## src/rtl/fust_issue_sched.sv

```systemverilog
// -----------------------------------------------------------------------------
// fust_issue_sched
//   Per-functional-unit issue scheduler. One status entry per FU holds a state
//   (IDLE/WAIT/READY/ISSUED) and two operand dependency tags. Writeback
//   broadcasts clear matching tags; a round-robin arbiter grants one READY
//   entry per cycle to execute over a valid/ready handshake.
//
// Ports:
//   CLK, RST        clock, synchronous active-high reset
//   flush           squash all WAIT/READY entries (ISSUED stay in flight)
//   freeze          stall dispatch accept and issue (wakeup/completion go on)
//   disp_*          dispatch request: target FU, operand tags; disp_ready out
//   wb_valid/wb_tag writeback broadcast of a completed tag (tag 0 = none)
//   fu_done         per-FU completion pulse, retires an ISSUED entry
//   issue_valid/issue_fu/issue_ready   grant handshake towards execute
//   entry_state     packed per-entry state, entry i at [2i+1:2i]
//
// Optional feature (macro FUST_ISSUE_SCHED_PERF_EN):
//   perf_issued     saturating count of completed issue handshakes
//   perf_starved    saturating count of cycles with a WAIT entry and no grant
// -----------------------------------------------------------------------------
module fust_issue_sched #(
    parameter int NUM_FU = 5,
    parameter int FUW    = 3,
    parameter int TW     = 2
) (
    input  logic                CLK,
    input  logic                RST,
    input  logic                flush,
    input  logic                freeze,
    input  logic                disp_valid,
    input  logic [FUW-1:0]      disp_fu,
    input  logic [TW-1:0]       disp_t1,
    input  logic [TW-1:0]       disp_t2,
    output logic                disp_ready,
    input  logic                wb_valid,
    input  logic [TW-1:0]       wb_tag,
    input  logic [NUM_FU-1:0]   fu_done,
    output logic                issue_valid,
    output logic [FUW-1:0]      issue_fu,
    input  logic                issue_ready,
`ifdef FUST_ISSUE_SCHED_PERF_EN
    output logic [31:0]         perf_issued,
    output logic [31:0]         perf_starved,
`endif
    output logic [2*NUM_FU-1:0] entry_state
);

    typedef enum logic [1:0] {
        ST_IDLE   = 2'd0,
        ST_WAIT   = 2'd1,
        ST_READY  = 2'd2,
        ST_ISSUED = 2'd3
    } state_e;

    state_e          state_q [NUM_FU];
    state_e          state_d [NUM_FU];
    logic [TW-1:0]   t1_q    [NUM_FU];
    logic [TW-1:0]   t1_d    [NUM_FU];
    logic [TW-1:0]   t2_q    [NUM_FU];
    logic [TW-1:0]   t2_d    [NUM_FU];
    logic [FUW-1:0]  ptr_q;
    logic [FUW-1:0]  ptr_d;

    logic            any_ready;
    logic [FUW-1:0]  grant_fu;
    logic [FUW:0]    cand;
    logic            hit;
    logic            handshake;
    logic            disp_accept;
    logic [TW-1:0]   disp_t1_eff;
    logic [TW-1:0]   disp_t2_eff;
    logic            wb_live;

    // Dispatch acceptance: target must exist, be IDLE, and no stall/squash.
    always_comb begin
        disp_ready = 1'b0;
        if (!freeze && !flush && (32'(disp_fu) < NUM_FU)) begin
            disp_ready = (state_q[disp_fu] == ST_IDLE);
        end else begin
            disp_ready = 1'b0;
        end
    end

    // Round-robin search: first READY entry at or after the pointer (wrapping).
    always_comb begin
        any_ready = 1'b0;
        grant_fu  = '0;
        cand      = '0;
        hit       = 1'b0;
        for (int k = 0; k < NUM_FU; k++) begin
            cand      = {1'b0, ptr_q} + (FUW+1)'(k);
            cand      = (cand >= (FUW+1)'(NUM_FU)) ? (cand - (FUW+1)'(NUM_FU)) : cand;
            hit       = !any_ready && (state_q[cand[FUW-1:0]] == ST_READY);
            grant_fu  = hit ? cand[FUW-1:0] : grant_fu;
            any_ready = any_ready | hit;
        end
    end

    assign issue_valid = !freeze && !flush && any_ready;
    assign issue_fu    = grant_fu;
    assign handshake   = issue_valid && issue_ready;
    assign disp_accept = disp_valid && disp_ready;
    assign wb_live     = wb_valid && (wb_tag != {TW{1'b0}});

    // A tag completing in the dispatch cycle never becomes a dependency.
    assign disp_t1_eff = (wb_valid && (disp_t1 == wb_tag)) ? {TW{1'b0}} : disp_t1;
    assign disp_t2_eff = (wb_valid && (disp_t2 == wb_tag)) ? {TW{1'b0}} : disp_t2;

    // Pointer moves past the granted entry only on an accepted grant.
    always_comb begin
        ptr_d = ptr_q;
        if (handshake) begin
            ptr_d = (grant_fu == FUW'(NUM_FU - 1)) ? {FUW{1'b0}} : (grant_fu + FUW'(1));
        end else begin
            ptr_d = ptr_q;
        end
    end

    // Per-entry next state; each state reacts only to its own events, and
    // flush overrides WAIT/READY last.
    always_comb begin
        for (int i = 0; i < NUM_FU; i++) begin
            state_d[i] = state_q[i];
            t1_d[i]    = t1_q[i];
            t2_d[i]    = t2_q[i];
            case (state_q[i])
                ST_IDLE: begin
                    if (disp_accept && (disp_fu == FUW'(i))) begin
                        t1_d[i]    = disp_t1_eff;
                        t2_d[i]    = disp_t2_eff;
                        state_d[i] = ((disp_t1_eff == {TW{1'b0}}) && (disp_t2_eff == {TW{1'b0}}))
                                     ? ST_READY : ST_WAIT;
                    end else begin
                        state_d[i] = ST_IDLE;
                    end
                end
                ST_WAIT: begin
                    if (wb_live) begin
                        t1_d[i]    = (t1_q[i] == wb_tag) ? {TW{1'b0}} : t1_q[i];
                        t2_d[i]    = (t2_q[i] == wb_tag) ? {TW{1'b0}} : t2_q[i];
                        state_d[i] = ((t1_d[i] == {TW{1'b0}}) && (t2_d[i] == {TW{1'b0}}))
                                     ? ST_READY : ST_WAIT;
                    end else begin
                        state_d[i] = ST_WAIT;
                    end
                end
                ST_READY: begin
                    if (handshake && (grant_fu == FUW'(i))) begin
                        state_d[i] = ST_ISSUED;
                    end else begin
                        state_d[i] = ST_READY;
                    end
                end
                ST_ISSUED: begin
                    if (fu_done[i]) begin
                        state_d[i] = ST_IDLE;
                        t1_d[i]    = {TW{1'b0}};
                        t2_d[i]    = {TW{1'b0}};
                    end else begin
                        state_d[i] = ST_ISSUED;
                    end
                end
                default: begin
                    state_d[i] = ST_IDLE;
                end
            endcase
            if (flush && ((state_q[i] == ST_WAIT) || (state_q[i] == ST_READY))) begin
                state_d[i] = ST_IDLE;
                t1_d[i]    = {TW{1'b0}};
                t2_d[i]    = {TW{1'b0}};
            end else begin
                state_d[i] = state_d[i];
            end
        end
    end

    // Status table and pointer registers.
    always_ff @(posedge CLK) begin
        if (RST) begin
            for (int i = 0; i < NUM_FU; i++) begin
                state_q[i] <= ST_IDLE;
                t1_q[i]    <= {TW{1'b0}};
                t2_q[i]    <= {TW{1'b0}};
            end
            ptr_q <= {FUW{1'b0}};
        end else begin
            for (int i = 0; i < NUM_FU; i++) begin
                state_q[i] <= state_d[i];
                t1_q[i]    <= t1_d[i];
                t2_q[i]    <= t2_d[i];
            end
            ptr_q <= ptr_d;
        end
    end

    // Pack per-entry state for the status outputs.
    always_comb begin
        entry_state = '0;
        for (int i = 0; i < NUM_FU; i++) begin
            entry_state[2*i +: 2] = state_q[i];
        end
    end

`ifdef FUST_ISSUE_SCHED_PERF_EN
    logic [31:0] perf_issued_q;
    logic [31:0] perf_issued_d;
    logic [31:0] perf_starved_q;
    logic [31:0] perf_starved_d;
    logic        any_wait;

    // Saturating event counters; flush does not clear them.
    always_comb begin
        any_wait = 1'b0;
        for (int i = 0; i < NUM_FU; i++) begin
            any_wait = any_wait | (state_q[i] == ST_WAIT);
        end
        perf_issued_d  = perf_issued_q;
        perf_starved_d = perf_starved_q;
        if (handshake && (perf_issued_q != 32'hFFFF_FFFF)) begin
            perf_issued_d = perf_issued_q + 32'd1;
        end else begin
            perf_issued_d = perf_issued_q;
        end
        if (any_wait && !issue_valid && (perf_starved_q != 32'hFFFF_FFFF)) begin
            perf_starved_d = perf_starved_q + 32'd1;
        end else begin
            perf_starved_d = perf_starved_q;
        end
    end

    // Performance counter registers.
    always_ff @(posedge CLK) begin
        if (RST) begin
            perf_issued_q  <= 32'd0;
            perf_starved_q <= 32'd0;
        end else begin
            perf_issued_q  <= perf_issued_d;
            perf_starved_q <= perf_starved_d;
        end
    end

    assign perf_issued  = perf_issued_q;
    assign perf_starved = perf_starved_q;
`endif

endmodule
```

## config.mk

```make
export PLATFORM = sky130hd
export DESIGN_NAME = fust_issue_sched
export DESIGN_NICKNAME = d
export VERILOG_FILES = /design/src/rtl/fust_issue_sched.sv
export SDC_FILE = /design/constraint.sdc
export NUM_CORES = 1
export LEC_CHECK = 0
export ABC_CLOCK_PERIOD_IN_PS = 11300
export CAP_MARGIN = 20
export CORE_MARGIN = 3
export CORE_UTILIZATION = 45
export CTS_BUF_LIST = sky130_fd_sc_hd__clkbuf_16
export DETAILED_ROUTE_END_ITERATION = 10
export PLACE_DENSITY = 0.65
export SETUP_SLACK_MARGIN = 0.4
export SYNTH_ARGS = -nofsm -noshare
export SYNTH_HDL_FRONTEND = slang
export SYNTH_SLANG_ARGS = --single-unit
```

## constraint.sdc

```tcl
create_clock -name CLK -period 11.3 [get_ports CLK]
set_input_delay 2.825 -clock CLK [delete_from_list [all_inputs] [get_ports CLK]]
set_output_delay 2.825 -clock CLK [all_outputs]
set_load 0.01 [all_outputs]
```

Word level (Yosys, flattened, before mapping)
Memories as Yosys holds them, arrays and structs flattened.
Cells that the tools add are included.
- register bits: 3
- RAM bits: 30
- input bits: 21
- output and inout bits: 15
- word-level logic and storage cells: 272
- memories kept: 3
- memory list (memory ; words ; bits a word ; read ports ; clocked after memory_dff ; write ports ; RTL line ; text):
    state_q ; 5 ; 2 ; 11 ; 0 ; 5 ; 56 ; state_e state_q [NUM_FU];
    t1_q ; 5 ; 2 ; 5 ; 0 ; 5 ; 58 ; logic [TW-1:0] t1_q [NUM_FU];
    t2_q ; 5 ; 2 ; 5 ; 0 ; 5 ; 60 ; logic [TW-1:0] t2_q [NUM_FU];
- add/subtract/negate cells: 10
- order comparisons: 6
- equality and inequality tests: 40
- muxes and demuxes: 128
- bitwise operators: 19
- reductions and logical operators: 65
- operators by type and width (operator ; count):
    $mux W2 ; 93
    $pmux W2 S3 ; 10
    $pmux W2 S4 ; 5
    $logic_not A2 Y1 ; 18
    $logic_and A1 B1 Y1 ; 33
    $mux W3 ; 11
    $eq A2 B2 Y1 const B ; 15
    $eq A2 B2 Y1 ; 12
    $or A1 B1 Y1 ; 19
    $ge A4 B3 Y1 const B ; 4
    $sub A3 B3 Y3 const B ; 5
    $eq A3 B2 Y1 const B ; 4
    $eq A2 B1 Y1 const B ; 5
    $mux W1 ; 9
    $add A3 B2 Y4 const B ; 2
    $eq A3 B1 Y1 const B ; 2
    $eq A3 B3 Y1 const B ; 2
    $logic_not A1 Y1 ; 6
    $logic_not A3 Y1 ; 2
    $logic_or A1 B1 Y1 ; 5
    $add A3 B1 Y4 const B ; 1
    $add A3 B3 Y4 const B ; 1
    $add A3 B1 Y3 const B ; 1
    $ge A3 B3 Y1 const B ; 1
    other kinds (2) ; 2

Depth between registers and ports, before layout
An unclocked memory read counts as a cell.
- word-level depth: 23
- gate-level depth with buffers: 18
- mapped depth without buffers: 16

Least setup slack after synthesis
Ideal clock, no wire load.
- path type: in2out
- start point: in disp_fu[1]
- end point: out disp_ready
- arrival time: 3.610 ns
- data required time: 8.475 ns
- setup slack: 4.865 ns
- stages on the path: 4
- buffers on the path: 0
- path through: inv_1 > mux4_2 > mux2i_1 > nor3_1
- word-level cells in the longest chain between the ends: 3
- elaborated cells between the ends (all ways): 5
- classes of those cells: 1 x order compare; 1 x mux; 2 x reduce/logical; 1 x memory
- RTL lines (what ; RTL line ; text):
    start, declared ; 32 ; input logic [FUW-1:0] disp_fu,
    $mem_v2 Z5 W2 or $lt A3 B3 Y1 (tied branches) ; n/a ;
    $logic_not A2 Y1 or $logic_and A1 B1 Y1 (tied branches) ; 79, 78 ;
    $mux W1 (*) ; 78 ; if (!freeze && !flush && (32'(disp_fu) < NUM_FU)) begin
    end, declared ; 35 ; output logic disp_ready,
Every way passes the cells marked *; elsewhere a longest branch is shown, timed or not.

Worst setup path after layout
Ends and elaborated chain as after synthesis.

==> metrics.log <==
[metrics] CP required: 8480 ps
[metrics] Tcrit/Tclk final: 0.661
[metrics] post-synthesis register bit count: 33
[metrics] startpoint-to-endpoint class of the critical path: in -> out
[metrics] Async S/R FF share, synth: 0
[metrics] maximum cell stage delay along the critical path: 520 ps
[metrics] number of top-level design ports: 36
[metrics] share of the synthesized area in the top cell type: 0.176
[metrics] startpoint type of the worst setup path: input pin
[metrics] count of inserted antenna diode cells: 0
[metrics] number of hold violations in the final report: 0
[metrics] distinct cell type count of the synthesized netlist: 76
[metrics] reg-to-reg critical path startpoint: ptr_q[0]
[metrics] Buf/Inv on CP: 3
[metrics] post-route cell area: 0.00431 sq mm
[metrics] TritonCTS buffer count: 5
[metrics] cell area after technology mapping: 0.00375 sq mm
[metrics] first-pass GRT wire length: 17.0 mm
[metrics] Post-Syn Area per Cell: 8.10 sq um
[metrics] critical path cell sequence: clkdlybuf4s50_1, inv_1, mux4_2, mux2i_1, nor3_1, clkdlybuf4s50_1
[metrics] register area share after synthesis: 0.176
[metrics] hold_buf cts: 0
[metrics] ratio of cells with drive above 1 in the final layout: 0.0913
[metrics] top_reg_cell synth: dfxtp_1
[metrics] overall fraction of global-route tracks in use: 0.214
[metrics] post-layout utilization of the core: 0.546
[metrics] Detailed Routing Iterations Pass 1: 5
[metrics] arrival time at the worst endpoint: 4650 ps
[metrics] peak fanout along the critical path: 5
[metrics] average via count per standard cell: 6.15
[metrics] GP Congestion: 0.944
[metrics] hold path endpoint: t1_q[0][1]
[metrics] CTS H-Tree Depth: 2
[metrics] number of global-route vias before repair: 3,394
[metrics] Final Critical Period: 7470 ps
[metrics] total die area: 0.00946 sq mm
[metrics] pin count of the biggest net entering global routing: 29
[metrics] clock-pin slew on the worst setup and hold paths: 50 ps
[metrics] P per Cell Area: 88.9 mW/mm^2
[metrics] post-detailed-routing wire length: 10.4 mm
[metrics] top cells by area, synth: dfxtp_1 (18%), ha_1 (13%), xor2_1 (5.8%), nor2_1 (5.4%), o21ai_0 (4.3%)
[metrics] starting density of the core: 0.475
[metrics] source-to-sink clock delay at the later pin of the worst-skew pair: 280 ps
[metrics] Clock power frac: 0.399
[metrics] overall die width: 97.3 um
[metrics] number of buffers inserted by port buffering: 35
[metrics] multi-input logic area: 0.00288 sq mm
[metrics] DRC: 0
[metrics] power share of the sequential group: 0.334
[metrics] via total after detailed routing: 3,657
[metrics] Post-DP HPWL: 7.94 mm
[metrics] wire per inst: 17.5 um
[metrics] vertical die dimension: 97.3 um
[metrics] antenna violations before repair: 0
[metrics] net count of the finished layout: 552
[metrics] most used cells in the layout excluding fill and tap cells: nor2_1 (54), nand2_1 (42), ha_1 (38)
[metrics] Hold Crit Class: reg -> reg
[metrics] CORE AREA: 0.00789 sq mm
[metrics] number of standard-cell rows in the floorplan: 32
[metrics] number of clock sinks: 33
[metrics] number of maximum-capacitance constraint violations: 0
[metrics] Setup Skew: 4.29 ps
[metrics] TNS Setup: 0 ps
[metrics] fill cell total of the finished layout: 731
[metrics] minimum setup slack in the final design: 3830 ps
[metrics] DRT iter0 DRCs: 255
[metrics] cell taking the most area after synthesis: dfxtp_1
[metrics] Yosys warnings: 0
[metrics] post-place instance area: 0.00415 sq mm
[metrics] worst min-delay path startpoint: t1_q[0][1]
[metrics] dominant cell type by count on the critical path: clkdlybuf4s50_1
[metrics] critical register-to-register path endpoint: ptr_q[0]
[metrics] clk root buf: clkbuf_16
[metrics] result of the run: complete, no violations
[metrics] storage element area: 661 sq um
[metrics] Gate Count Post-Synth: 463
[metrics] post-detailed-route count of antenna-violating nets: 0
[metrics] Worst Hold Depth: 2
[metrics] FF-to-FF path depth: 12
[metrics] count of buffers added by post-CTS timing repair for setup: 0
[metrics] global route total overflow: 0
[metrics] number of buffers on the longest clock path: 2
[metrics] peak ir drop on the vdd network: 0.0750 mV
[metrics] net switching fraction of the power: 0.304
[metrics] type of element capturing the critical path: primary output
[metrics] number of flops mapped to enable cells by yosys: 0
[metrics] # setup viols final: 0
[metrics] max-slew violation count: 0
[metrics] cell with the biggest individual delay on the critical path: mux4_2
[metrics] Least-Margin Pin Slew: 995 ps
[metrics] Max Freq: 0.134 GHz
[metrics] area added between synthesis and finish: 14.9%
[metrics] clock tree from TritonCTS: yes
[metrics] power dissipated by switching net loads: 0.000116 W
[metrics] headroom to the max-slew limit: 0.330
[metrics] Int Power: 0.000267 W
[metrics] slack of the worst reg-to-reg path: 6580 ps
[metrics] setup repair after global routing missed its margin: false
[metrics] CTS resizes: 0
[metrics] category of cells accounting for the largest share of critical-path delay: buffers and inverters
[metrics] static leakage: 1.72 nW
[metrics] setup slack after placement: 3830 ps
[metrics] most common cell after layout, fill and taps aside: nor2_1
[metrics] number of nets produced by synthesis: 523
[metrics] Comb pwr share: 0.267
kinds of logic after synthesis:
group / count (synthesis) / synth area share
AND/OR/NAND/NOR: 157 / 0.209
XOR/XNOR: 32 / 0.0747
AO/OA/AOI/OAI: 143 / 0.288
adder cells (fa/ha/maj): 39 / 0.132
buffers and inverters: 44 / 0.0561
multiplexers: 15 / 0.0647
flip-flops: 33 / 0.176
power by group through the flow:
stage          registers (W)  logic (W)  clock network [W]
2_1_floorplan       0.000128  0.0000705                  0
3_3_place_gp        0.000130  0.0000982                  0
3_5_place_dp        0.000130   0.000101                  0
4_1_cts             0.000127   0.000101           0.000154
5_1_grt             0.000128   0.000112           0.000158
6_report            0.000128   0.000102           0.000153
worst min-delay path, delay by kind of cell, from the launching register on:
| kind | cells | cell delay [ps] |
|---|---|---|
| simple gates | 1 | 80 |
| compound gates | 1 | 80 |
| flops | 1 | 370 |
final cells by class:
| cell class | count | share of cell area |
|---|---|---|
| timing repair buffer | 38 | 0.0866 |
| tap | 102 | 0.0296 |
| sequential | 33 | 0.153 |
| clock buffer | 5 | 0.0290 |
| clock inverter | 3 | 0.00871 |
| multi-input combinational | 386 | 0.668 |
| inverter | 28 | 0.0244 |
flip-flops by register name (all words and copies together) (netlist names):
register	cells
t1_q	10
ptr_q	3
t2_q	10
state_q	10
worst max-delay path by stage:
stage,slack (ps),end,startpoint,depth (start not counted)
after floorplan,4870,disp_ready,disp_fu[1],4
after global placement,3880,disp_ready,disp_fu[1],6
after detailed placement,3830,disp_ready,disp_fu[1],6
after CTS,3820,disp_ready,disp_fu[1],6
after global routing,3590,issue_fu[1],ptr_q[0],10
final,3830,disp_ready,disp_fu[1],6
metrics by stage:
step / hold slack (ps) / total power [W] / instances
after floorplan: 522 / 0.000198 / 463
after global placement: 544 / 0.000228 / 587
after detailed placement: 557 / 0.000231 / 587
after CTS: 570 / 0.000382 / 595
after global routing: 616 / 0.000399 / 595
final: 565 / 0.000383 / 595
cell usage after synthesis (6+ instances only):
cell      count
a21oi_1      14
mux4_2        6
dfxtp_1      33
ha_1         38
xor2_1       25
a211oi_1      9
nor2_1       54
clkbuf_1      9
mux2i_1       7
xnor2_1       7
o21ai_0      32
nand4_1       7
o21a_1       10
nor2b_1       8
nand2_1      42
a22oi_1      21
inv_1        27
routing by layer:
metal  share of wire  track usage  wire length [um]
met2            0.44        0.338              4630
met1            0.48        0.314              4980
met4          0.0067       0.0277                70
met5               0            0                 0
met3           0.073       0.0388               758
Note: power is estimated with default switching activity, not from simulation.
